$ cat config.mk
export PLATFORM = sky130hd
export DESIGN_NAME = charge_controller
export DESIGN_NICKNAME = d
export VERILOG_FILES = /design/src/rtl/charge_controller.sv
export SDC_FILE = /design/constraint.sdc
export NUM_CORES = 1
export LEC_CHECK = 0
export BUFFER_PORTS_ARGS = -buffer_cell sky130_fd_sc_hd__buf_4
export CELL_PAD_IN_SITES_DETAIL_PLACEMENT = 2
export CELL_PAD_IN_SITES_GLOBAL_PLACEMENT = 2
export CORE_UTILIZATION = 30
export DETAILED_ROUTE_END_ITERATION = 10
export PLACE_DENSITY = 0.72
export SLEW_MARGIN = 0
export SYNTH_ARGS = -nofsm -noshare
export SYNTH_HDL_FRONTEND = slang
export SYNTH_SLANG_ARGS = --single-unit
$ cat constraint.sdc
create_clock -name clk -period 8.7 [get_ports clk]
set_input_delay 0.435 -clock clk [delete_from_list [all_inputs] [get_ports clk]]
set_output_delay 0.435 -clock clk [all_outputs]
set_load 0.02 [all_outputs]
$ cat src/rtl/charge_controller.sv
// Charge-entry controller for the A/C prepaid power meter: keypad entry of a charge amount,
// commit into the power register, and a small circular store of past charges for display.
module charge_controller #(
    parameter int unsigned DEPTH     = 4,
    parameter int unsigned MAX_POWER = 999
) (
    input  logic       clk,
    input  logic       rst,
    input  logic       key_valid,
    input  logic [3:0] key_code,
    input  logic       on_off,
    input  logic       charge_en,
    input  logic       record_en,
    input  logic [9:0] power_in,
    output logic [9:0] power_out,
    output logic       power_load,
    output logic [9:0] add_show,
    output logic [9:0] power_show,
    output logic [2:0] rec_count,
    output logic [1:0] cur_idx
);

    localparam logic [13:0] MAX_C    = 14'(MAX_POWER);
    localparam logic [2:0]  DEPTH_C  = 3'(DEPTH);
    localparam logic [1:0]  IDX_MASK = 2'(DEPTH - 1);

    typedef enum logic [1:0] {
        S_IDLE,
        S_ENTRY,
        S_COMMIT,
        S_QUERY
    } state_e;

    state_e      state_q, state_d, mode;
    logic [9:0]  add_q, add_d;
    logic [1:0]  wr_ptr_q, wr_ptr_d;
    logic [2:0]  rec_count_q, rec_count_d;
    logic [1:0]  cur_idx_q, cur_idx_d;
    logic [9:0]  power_out_q, power_out_d;
    logic        power_load_q, power_load_d;
    logic [9:0]  add_show_q, add_show_d;
    logic [9:0]  power_show_q, power_show_d;
    logic        rec_we;
    logic [9:0]  rec_add_q [DEPTH];
    logic [9:0]  rec_pwr_q [DEPTH];

    logic        key_ok;
    logic [13:0] limit;
    logic [13:0] cand;

    always_comb begin
        mode = S_IDLE;
        if (!on_off && charge_en) begin
            mode = record_en ? S_QUERY : S_ENTRY;
        end
        // A key is only honoured when the mode switches agree with the current state.
        key_ok = key_valid && (state_q == mode);
        limit  = (14'(power_in) > MAX_C) ? '0 : MAX_C - 14'(power_in);
        cand   = 14'(add_q) * 14'd10 + 14'(key_code);
    end

    always_comb begin
        state_d      = mode;
        add_d        = add_q;
        wr_ptr_d     = wr_ptr_q;
        rec_count_d  = rec_count_q;
        cur_idx_d    = cur_idx_q;
        power_out_d  = power_out_q;
        power_load_d = 1'b0;
        rec_we       = 1'b0;

        case (state_q)
            S_ENTRY: begin
                if (key_ok) begin
                    if (key_code <= 4'd9) begin
                        add_d = (cand > limit) ? limit[9:0] : cand[9:0];
                    end else if (key_code == 4'hF) begin
                        add_d = '0;
                    end else if (key_code == 4'hE && add_q != '0) begin
                        state_d = S_COMMIT;
                    end
                end
                if (mode != S_ENTRY) begin
                    add_d = '0;
                end
            end
            S_COMMIT: begin
                power_out_d  = power_in + add_q;
                power_load_d = 1'b1;
                rec_we       = 1'b1;
                wr_ptr_d     = (wr_ptr_q + 2'd1) & IDX_MASK;
                rec_count_d  = (rec_count_q == DEPTH_C) ? rec_count_q : rec_count_q + 3'd1;
                add_d        = '0;
            end
            S_QUERY: begin
                if (key_ok) begin
                    if (key_code <= 4'd9) begin
                        if (rec_count_q == '0) begin
                            cur_idx_d = '0;
                        end else if (key_code < {1'b0, rec_count_q}) begin
                            cur_idx_d = key_code[1:0];
                        end else begin
                            cur_idx_d = 2'(rec_count_q - 3'd1);
                        end
                    end else if (key_code == 4'hF) begin
                        cur_idx_d = '0;
                    end else if (key_code == 4'hE) begin
                        cur_idx_d = (rec_count_q == '0) ? 2'd0 : ((wr_ptr_q - 2'd1) & IDX_MASK);
                    end
                end
            end
            default: ;
        endcase
    end

    always_comb begin
        add_show_d   = '0;
        power_show_d = '0;
        case (state_q)
            S_ENTRY, S_COMMIT: begin
                add_show_d   = add_q;
                power_show_d = power_in;
            end
            S_QUERY: begin
                add_show_d   = rec_add_q[cur_idx_q];
                power_show_d = rec_pwr_q[cur_idx_q];
            end
            default: ;
        endcase
    end

    always_ff @(posedge clk) begin
        if (!rst) begin
            state_q      <= S_IDLE;
            add_q        <= '0;
            wr_ptr_q     <= '0;
            rec_count_q  <= '0;
            cur_idx_q    <= '0;
            power_out_q  <= '0;
            power_load_q <= 1'b0;
            add_show_q   <= '0;
            power_show_q <= '0;
            for (int unsigned i = 0; i < DEPTH; i++) begin
                rec_add_q[i] <= '0;
                rec_pwr_q[i] <= '0;
            end
        end else begin
            state_q      <= state_d;
            add_q        <= add_d;
            wr_ptr_q     <= wr_ptr_d;
            rec_count_q  <= rec_count_d;
            cur_idx_q    <= cur_idx_d;
            power_out_q  <= power_out_d;
            power_load_q <= power_load_d;
            add_show_q   <= add_show_d;
            power_show_q <= power_show_d;
            if (rec_we) begin
                rec_add_q[wr_ptr_q] <= add_q;
                rec_pwr_q[wr_ptr_q] <= power_out_d;
            end
        end
    end

    assign power_out  = power_out_q;
    assign power_load = power_load_q;
    assign add_show   = add_show_q;
    assign power_show = power_show_q;
    assign rec_count  = rec_count_q;
    assign cur_idx    = cur_idx_q;

endmodule

# After elaboration in Yosys (flattened, before gate mapping)
# Memories as Yosys holds them, arrays and structs flattened. A register that Yosys moved wholly into a read port is not among the register bits.
# Index checks and enable logic that the tools add are counted.
# op_classes
addsub	7
mul	1
div_mod_pow	0
n_lt_le_gt_ge	4
eq_ne	10
n_shift	0
muxes	38
n_bitwise	1
reduce_logical	14
# op_table
operator	count
two-way mux 10 bit	8
one-hot mux 10 bit (2 select lines)	3
two-way mux 2 bit	19
OR reduction 10 bit	2
adder 14 x 4 -> 14 bit	1
greater-than comparator 14 bit	1
two-way mux 14 bit	1
multiplier 10 x 3 -> 13 bit, second input constant	1
subtractor 10 x 10 -> 11 bit, first input constant	1
adder 10 bit	1
greater-than comparator 10 bit, second input constant	1
nonzero test 10 bit	1
== test 4 bit, second input constant	2
two-way mux 1 bit	7
AND reduction 3 bit	2
== test 2 bit, second input constant	2
<= comparator 4 bit, second input constant	1
< comparator 4 x 3 -> 1 bit	1
!= test 4 bit, second input constant	1
subtractor 2 x 1 -> 2 bit, second input constant	2
adder 3 x 1 -> 3 bit, second input constant	1
== test 3 bit, second input constant	1
logical AND 1 bit	3
zero test 3 bit	1
11 further kinds	11
# word_totals
ff_bits	50
latchBits	0
ram_bits	80
mem_bits_ro	0
in_bits	20
output_inout_bits	36
word_cells	86
mem_count	2
# mem_list
name	words	word_bits	read_ports	rd_clocked_by_memory_dff	wr	line_no	text
rec_add_q	4	10	1	1	4	44	logic [9:0] rec_add_q [DEPTH];
rec_pwr_q	4	10	1	1	4	45	logic [9:0] rec_pwr_q [DEPTH];

# Longest topological paths before layout
# Gate-level depths: netlist of the first run.
# depth
ltp_word	8
mapped_depth	18
ltp_nobuf	17

# Worst setup path before layout of the first run
# Ideal clock, no wire load.
# synth_path
kind	reg-to-reg
start	register add_q[1]
end	register add_q[5]
setup_time_ns	0.117
arrival_ns	4.011
required_time_ns	8.583
slack_ns	4.572
stages_incl_launch_ff	18
path_buffers	0
period_less_slack_ns	4.128
cell_sequence	dfxtp_1 > ha_1 > ha_1 > inv_1 > fa_1 > and3b_1 > a32o_1 > nor4b_1 > nand3_1 > nor3b_1 > xnor2_1 > ha_1 > nand4_1 > nor2_1 > and4_1 > a31oi_1 > nand2_1 > a32o_1
# synth_via
elab_chain_cells	8
# synth_lines
item	line_no	text
from (decl)	35	logic [9:0] add_q, add_d;
from (signal assigned)	135	add_q <= '0;
from (signal assigned)	149	add_q <= add_d;
multiplier 10 x 3 -> 13 bit (*)	59	cand = 14'(add_q) * 14'd10 + 14'(key_code);
adder 14 x 4 -> 14 bit (*)	59	
greater-than comparator 14 bit	76	add_d = (cand > limit) ? limit[9:0] : cand[9:0];
two-way mux 10 bit (*)	76	
two-way mux 10 bit (*)	75	if (key_code <= 4'd9) begin
two-way mux 10 bit (*)	74	if (key_ok) begin
two-way mux 10 bit (*)	83	if (mode != S_ENTRY) begin
one-hot mux 10 bit (2 select lines) (*)	72	case (state_q)
# Mark *: on every way between the ends. The rest lies on a longest branch, timed or not. The select of a mux whose other input is x is not followed.
# A chain may end at the register's enable or synchronous reset.

# Worst setup path after layout of the first run
# layout_path
start	register add_q[3]
end	register add_q[5]
# Same word-level chain as after synthesis.

==> run_results.csv, run 1 <==
group,metric,value,unit
logic_synthesis,synthArstFlopShare,0,%
grt,grt_pass1_vias,6153,
timing,hold_viol_final,0,
timing,fin_crit_sh,57.2,%
floorplan,initial_core_util,30.5,%
timing,setup_viol,0,
clocking,post-cts-setup-buffers,0,
layout,drive_above_1_share,16.6,%
floorplan,die_h,156,um
outcome,status,"finished, final reports clean",
timing,max-slew-margin-rel,18.6,%
logic_synthesis,ys_seq_area_share,48.2,%
grt,antenna_found_initial,0,
critical_path,setup.worst_path.end_class,"flip-flop",
logic_synthesis,syn_area,0.00715,sq mm
clocking,clockBufferDepth,2,
timing,worstMarginPinSlew,1.21,ns
clocking,cts.reportedPaths.clkPinSlew,0.07,ns
critical_path,crit_required,9.02,ns
timing,slew_viol_final,0,
critical_path,critPathMaxFanout,10,
timing,rsz0062_at_grt,"false",
layout,fin_nets,779,
clocking,root_buffer,"clkbuf_16",
logic_synthesis,dominantRegCellSynth,"edfxtp_1",
logic_synthesis,yosysTopAreaCell,"edfxtp_1",
critical_path,startpoint_type,"flip-flop",
critical_path,arrival,5.30,ns
clocking,cts_tree,"yes",
pwr,p_total,1.51,mW
placement,place_ws,3.78,ns
logic_synthesis,synth_top_cells_by_area,"edfxtp_1 (34%), dfxtp_1 (15%), ha_1 (8.9%), mux4_2 (6.3%), nor2_1 (4.6%)",
clocking,ctsHoldBuffers,0,
layout,final_core_utilization,36.2,%
drt,vias,5433,
drt,wl,23500,um
floorplan,core,0.0234,sq mm
logic_synthesis,netlist_instances,652,
timing,final.setup.worst_slack,3.72,ns
pwr,p_per_area,178,mW/mm^2
logic_synthesis,synth_seq_cells,132,
clocking,cts_inserted_buffers,17,
logic_synthesis,yosysUniqueCellTypes,65,
placement,dp.cells,1005,
timing,fmax,201,MHz
drt,drtAntennaViolNets,0,
pwr,vdd_drop_max,0.139,mV
timing,whs,0.320,ns
grt,grt_max_degree,27,
logic_synthesis,synth_top_cell_area_share,33.6,%
floorplan,die_w,156,um
clocking,cts_resized,0,
floorplan,die_area,0.0245,sq mm
timing,fin_setup_tns,0,ns
pwr,p_leak,3.44,nW
logic_synthesis,synth_common_cells,"nor2_1 (87), edfxtp_1 (80), dfxtp_1 (52)",
drt,dr.pass1.iters,4,
layout,instances_no_fill,1037,
layout,diodes,0,
grt,grt_overflow,0,
logic_synthesis,ys_warn_count,0,
clocking,clock_sinks,132,
clocking,clk_latency,0.43,ns
layout,fin_area,0.00848,sq mm
critical_path,crit_type,"flip-flop to flip-flop",
logic_synthesis,yosysMostFrequentCell,"nor2_1",
min_path,hold_class,"input port to flip-flop",
job,drv_cap,0,
placement,io_buffers,55,
timing,fin_skew,0.0109,ns
logic_synthesis,synth_edf_count,80,
drt,route.detailed.wl_per_inst,22.7,um
drt,drc,0,
floorplan,ios,56,
clocking,htreeDepth,4,
logic_synthesis,postSynthAreaPerCell,11.0,sq um
layout,syn_to_final_growth,18.6,%
logic_synthesis,syn-num-nets,726,
placement,hpwl,16500,um
layout,num-fill-cells,2505,
placement,placed_area,0.00789,sq mm
timing,post-route-min-period,4.98,ns
placement,routabilityCongestion,0.848,
grt,grt_first_pass_wirelength,36600,um
drt,first_iter_violations,216,
drt,via_per_inst,5.24,
floorplan,row_count,56,
grt,track_usage,20.5,%
[layer usage]
metal	track usage [%]	vias to the layer above	part of all wire, %
li1	-	2510	-
met1	25.9	2766	44
met2	35.0	125	50
met3	3.13	32	3.9
met4	8.40	0	2.5
met5	0	-	0
[state kept, by name, summed over array words and instances (netlist names), named ones only]
signal and cells:
power_out 10, power_load 1, rec_pwr_q 40, rec_add_q 40
add_show 10, state_q 2, add_q 10, cur_idx 2
rec_count 3, power_show 10, wr_ptr_q 2
[power breakdown]
group / switching (mW) / leakage, nW / total [mW] / internal [mW]
sequential: 0.00595 / 1.24 / 0.684 / 0.678
combinational: 0.0649 / 1.90 / 0.0975 / 0.0326
clock: 0.293 / 0.294 / 0.727 / 0.435
[layout by cell type (no fill, tap or decap), types with 15 or more instances in the layout]
master	n
a21oi_1	17
a22oi_1	20
and2_1	30
and3_1	16
buf_4	58
clkbuf_16	19
dfxtp_1	52
edfxtp_1	80
ha_1	51
inv_1	33
mux4_2	20
nand2_1	37
nand3_1	15
nor2_1	87
[path summary, 6_finish.rpt]
check / start / end / slack [ns] / depth (start not counted)
min reg2reg: power_out[7] / power_out[7] / 0.45 / 2
max: add_q[3] / add_q[5] / 3.72 / 17
min: charge_en / state_q[0] / 0.32 / 2
max reg2reg: add_q[3] / add_q[5] / 3.72 / 17
[critical path, stage by stage (launching register included)]
cell      delay, ns
dfxtp_1        0.54
ha_1           0.31
ha_1           0.24
inv_1          0.09
fa_1           0.46
and3b_1        0.23
a32o_1         0.16
nor4b_1        0.42
nand3_1        0.19
nor3b_1        0.25
xnor2_1        0.12
ha_1           0.31
nand4_1        0.09
nor2_1         0.14
o221ai_1       0.15
a31oi_1        0.72
nand2_1        0.12
a32o_1         0.28
[kinds of logic after synthesis]
logic type	count (synthesis)	synth area share, %
adder cells (fa/ha/maj)	54	9.77
buffers and inverters	58	3.15
AND/OR/NAND/NOR	238	16.5
multiplexers	27	7.30
flip-flops	132	48.2
XOR/XNOR	24	2.94
AO/OA/AOI/OAI	119	12.2
[cell type report]
cell class	count	area [sq um]	share of cell area, %
Clock buffer	21	493	5.82
Clock inverter	11	96.3	1.14
Inverter	34	128	1.51
Multi-Input combinational cell	462	3480	41.1
Sequential cell	132	3440	40.6
Tap cell	319	399	4.71
Timing Repair Buffer	58	435	5.14
Note: power is estimated with default switching activity, not from simulation.
==> run 2: changes to the inputs <==
--- a/config.mk
+++ b/config.mk
@@ -5,12 +5,13 @@
 export SDC_FILE = /design/constraint.sdc
 export NUM_CORES = 1
 export LEC_CHECK = 0
+export ABC_AREA = 1
 export BUFFER_PORTS_ARGS = -buffer_cell sky130_fd_sc_hd__buf_4
 export CELL_PAD_IN_SITES_DETAIL_PLACEMENT = 2
 export CELL_PAD_IN_SITES_GLOBAL_PLACEMENT = 2
 export CORE_UTILIZATION = 30
 export DETAILED_ROUTE_END_ITERATION = 10
-export PLACE_DENSITY = 0.72
+export PLACE_DENSITY = 0.77
 export SLEW_MARGIN = 0
 export SYNTH_ARGS = -nofsm -noshare
 export SYNTH_HDL_FRONTEND = slang
==> constraint.sdc (replaced) <==
create_clock -name clk -period 4.6 [get_ports clk]
set_input_delay 0.23 -clock clk [delete_from_list [all_inputs] [get_ports clk]]
set_output_delay 0.23 -clock clk [all_outputs]
set_load 0.02 [all_outputs]
==> run 2 against run 1 <==
First-iteration DRC count is 35% higher. Critical path depth is 4 higher. Clock power is 82% higher. Area after synthesis is 2.9% higher. Sequential share of layout area is 1.1 points lower. Via count is 21% higher. Utilization is 0.48 points higher. Critical path type unchanged.
==> run_results.csv, run 2 <==
group,metric,value,unit
outcome,status,"finished, final reports clean",
drt,drc,0,
layout,reg_top3,"rec_add_q (40), rec_pwr_q (40)",
drt,via_per_inst,5.10,
critical_path,startpoint_type,"flip-flop",
timing,max-slew-margin-rel,24.9,%
clocking,clock_sinks,132,
critical_path,critPathMaxFanout,11,
placement,routabilityCongestion,0.825,
logic_synthesis,synthArstFlopShare,0,%
grt,grt_overflow,0,
timing,fin_setup_tns,0,ns
critical_path,crit_chain,"ha_1, ha_1, inv_1, fa_1, inv_1, nand3_1, nor2_1, nand3_1, nor2_1, nand4_1, xor2_1, ha_1, nand2_1, nor2_2, inv_2, nor2_4, nand4_2, nand2_4, nand2_1, nand3_1, a21oi_1",
grt,grtUsageMet3,3.29,%
placement,place_ws,0.391,ns
pwr,p_per_area,322,mW/mm^2
grt,grt_busiest_layer,"met2",
grt,grt_first_pass_wirelength,40500,um
timing,fin_skew,0.0153,ns
logic_synthesis,ys_seq_area_share,46.8,%
grt,antenna_found_initial,0,
clocking,htreeDepth,4,
logic_synthesis,netlist_instances,897,
logic_synthesis,synth_seq_cells,132,
logic_synthesis,yosysTopAreaCell,"edfxtp_1",
layout,drive_above_1_share,12.9,%
grt,grt_max_degree,41,
pwr,p_int,2.05,mW
critical_path,cp_slowest_stage_delay,0.52,ns
pwr,clkPwrFrac,47.2,%
clocking,clk_latency,0.44,ns
logic_synthesis,synth_edf_count,80,
logic_synthesis,synth_common_cells,"nor2_1 (179), nand2_1 (164), inv_1 (107)",
placement,dp.cells,1254,
grt,grt_pass1_vias,7206,
timing,post-route-min-period,4.22,ns
logic_synthesis,yosysMostFrequentCell,"nor2_1",
logic_synthesis,postSynthAreaPerCell,8.20,sq um
clocking,post-cts-setup-buffers,0,
layout,layout_common_cells,"nor2_1 (179), nand2_1 (164), inv_1 (107), edfxtp_1 (80), buf_4 (67)",
floorplan,core,0.0238,sq mm
critical_path,crit_type,"flip-flop to flip-flop",
floorplan,die_w,159,um
critical_path,arrival,4.51,ns
drt,first_iter_violations,292,
logic_synthesis,syn-num-nets,971,
critical_path,path_delay_family,"simple AND/OR/NAND/NOR gates",
timing,rsz0062_at_grt,"false",
layout,syn_to_final_growth,18.5,%
pwr,switchingPower,754,uW
timing,fmax,237,MHz
pwr,pwr-share-seq,46.1,%
drt,drtAntennaViolNets,0,
drt,route.detailed.wl_per_inst,20.2,um
placement,hpwl,18400,um
critical_path,path_buf_inv,3,
logic_synthesis,yosysUniqueCellTypes,37,
clocking,clockBufferDepth,2,
drt,wl,25900,um
clocking,root_buffer,"clkbuf_16",
timing,hold_viol_final,0,
clocking,cts.reportedPaths.clkPinSlew,0.07,ns
floorplan,row_count,56,
placement,io_buffers,55,
grt,track_usage,22.0,%
clocking,cts_tree,"yes",
floorplan,ios,56,
critical_path,crit_required,4.89,ns
pwr,swShare,26.9,%
pwr,p_comb_share,6.7,%
critical_path,crit_slowest_cell,"dfxtp_1",
layout,fin_nets,1028,
timing,final.setup.worst_slack,0.380,ns
timing,slew_viol_final,0,
pwr,p_leak,3.85,nW
clocking,cts_inserted_buffers,17,
logic_synthesis,dominantRegCellSynth,"edfxtp_1",
pwr,vdd_drop_max,0.243,mV
layout,final_common_cell,"nor2_1",
grt,grt_use_met1,27.2,%
min_path,hold_class,"input port to flip-flop",
logic_synthesis,ys_warn_count,0,
logic_synthesis,synth_top_cell_area_share,32.7,%
floorplan,die_area,0.0251,sq mm
timing,worstMarginPinSlew,1.12,ns
timing,setup_viol,0,
drt,dr.pass1.iters,4,
layout,instances_no_fill,1286,
floorplan,die_h,159,um
grt,grt_use_met2,38.9,%
logic_synthesis,syn_area,0.00736,sq mm
job,drv_cap,0,
floorplan,initial_core_util,31.0,%
layout,diodes,0,
critical_path,setup.worst_path.end_class,"flip-flop",
logic_synthesis,synth_top_cells_by_area,"edfxtp_1 (33%), dfxtp_1 (14%), nor2_1 (9.1%), ha_1 (8.7%), nand2_1 (8.4%)",
timing,fin_crit_sh,91.7,%
drt,vias,6553,
-- run 2: timing repair --
| item | 4_1_cts | 5_1_grt |
|---|---|---|
| endpoints found under the setup margin | 0 | 2 |
| resized for setup | 0 | 1 |
| endpoints found under the hold margin | 0 | 0 |
| hold buffers | 0 | 0 |
-- run 2: worst paths after layout --
| path | cells after the start | to | from | slack [ns] |
|---|---|---|---|---|
| setup / recovery | 21 | add_q[1] | add_q[1] | 0.38 |
| hold / removal | 3 | rec_count[2] | rst | 0.11 |
| setup reg to reg | 21 | add_q[1] | add_q[1] | 0.38 |
| hold reg to reg | 2 | power_out[8] | power_out[8] | 0.46 |
-- run 2: cell type report --
cell class | count | area [sq um]
fillers | 2705 | 15000
multi-input cells | 626 | 3400
clock inverters | 15 | 134
clock buffers | 17 | 425
well taps | 319 | 399
inverters | 110 | 413
flip-flops and latches | 132 | 3440
repair buffers | 67 | 503
-- run 2: kinds of logic (layout without fill, tap and decap cells) --
family / Yosys count / count (layout) / synth area share, %
and+or+nand+nor: 441 / 441 / 24.9
DFF: 132 / 132 / 46.8
buffers and inverters: 139 / 209 / 7.23
AOI/OAI and AO/OA: 125 / 125 / 10.8
adders and majority gates: 54 / 54 / 9.49
xor gates and xnor gates: 6 / 6 / 0.714
-- run 2: power by group through the flow --
stage	clock network, mW	registers (mW)	logic (mW)
after floorplan	0	1.32	0.102
after global placement	0	1.32	0.182
after detailed placement	0	1.32	0.188
after CTS	1.35	1.29	0.190
after global routing	1.39	1.30	0.207
final	1.32	1.29	0.187
-- run 2: per-stage QoR --
step	instance area, sq um	hold slack (ns)	utilization [%]	power [mW]
after global placement	8150	0.447	34.3	1.50
after CTS	8710	0.0972	36.7	2.83
final	8720	0.112	36.7	2.80
after floorplan	7360	0.385	-	1.42
after global routing	8720	0.110	36.7	2.89
after detailed placement	8150	0.447	34.3	1.51
-- run 2: worst register-to-register path, stage by stage, from the launching register on --
cell	delay [ns]
dfxtp_1	0.52
ha_1	0.30
ha_1	0.24
inv_1	0.08
fa_1	0.45
inv_1	0.11
nand3_1	0.11
nor2_1	0.15
nand3_1	0.13
nor2_1	0.18
nand4_1	0.15
xor2_1	0.19
ha_1	0.31
nand2_1	0.07
nor2_2	0.11
inv_2	0.06
nor2_4	0.13
nand4_2	0.25
nand2_4	0.26
nand2_1	0.09
nand3_1	0.11
a21oi_1	0.08
-- run 2: layer usage --
| metal | wire, um | share of wire, % |
|---|---|---|
| met4 | 444 | 1.7 |
| met2 | 13100 | 51 |
| met1 | 11500 | 45 |
| met3 | 829 | 3.2 |
| met5 | 0 | 0 |
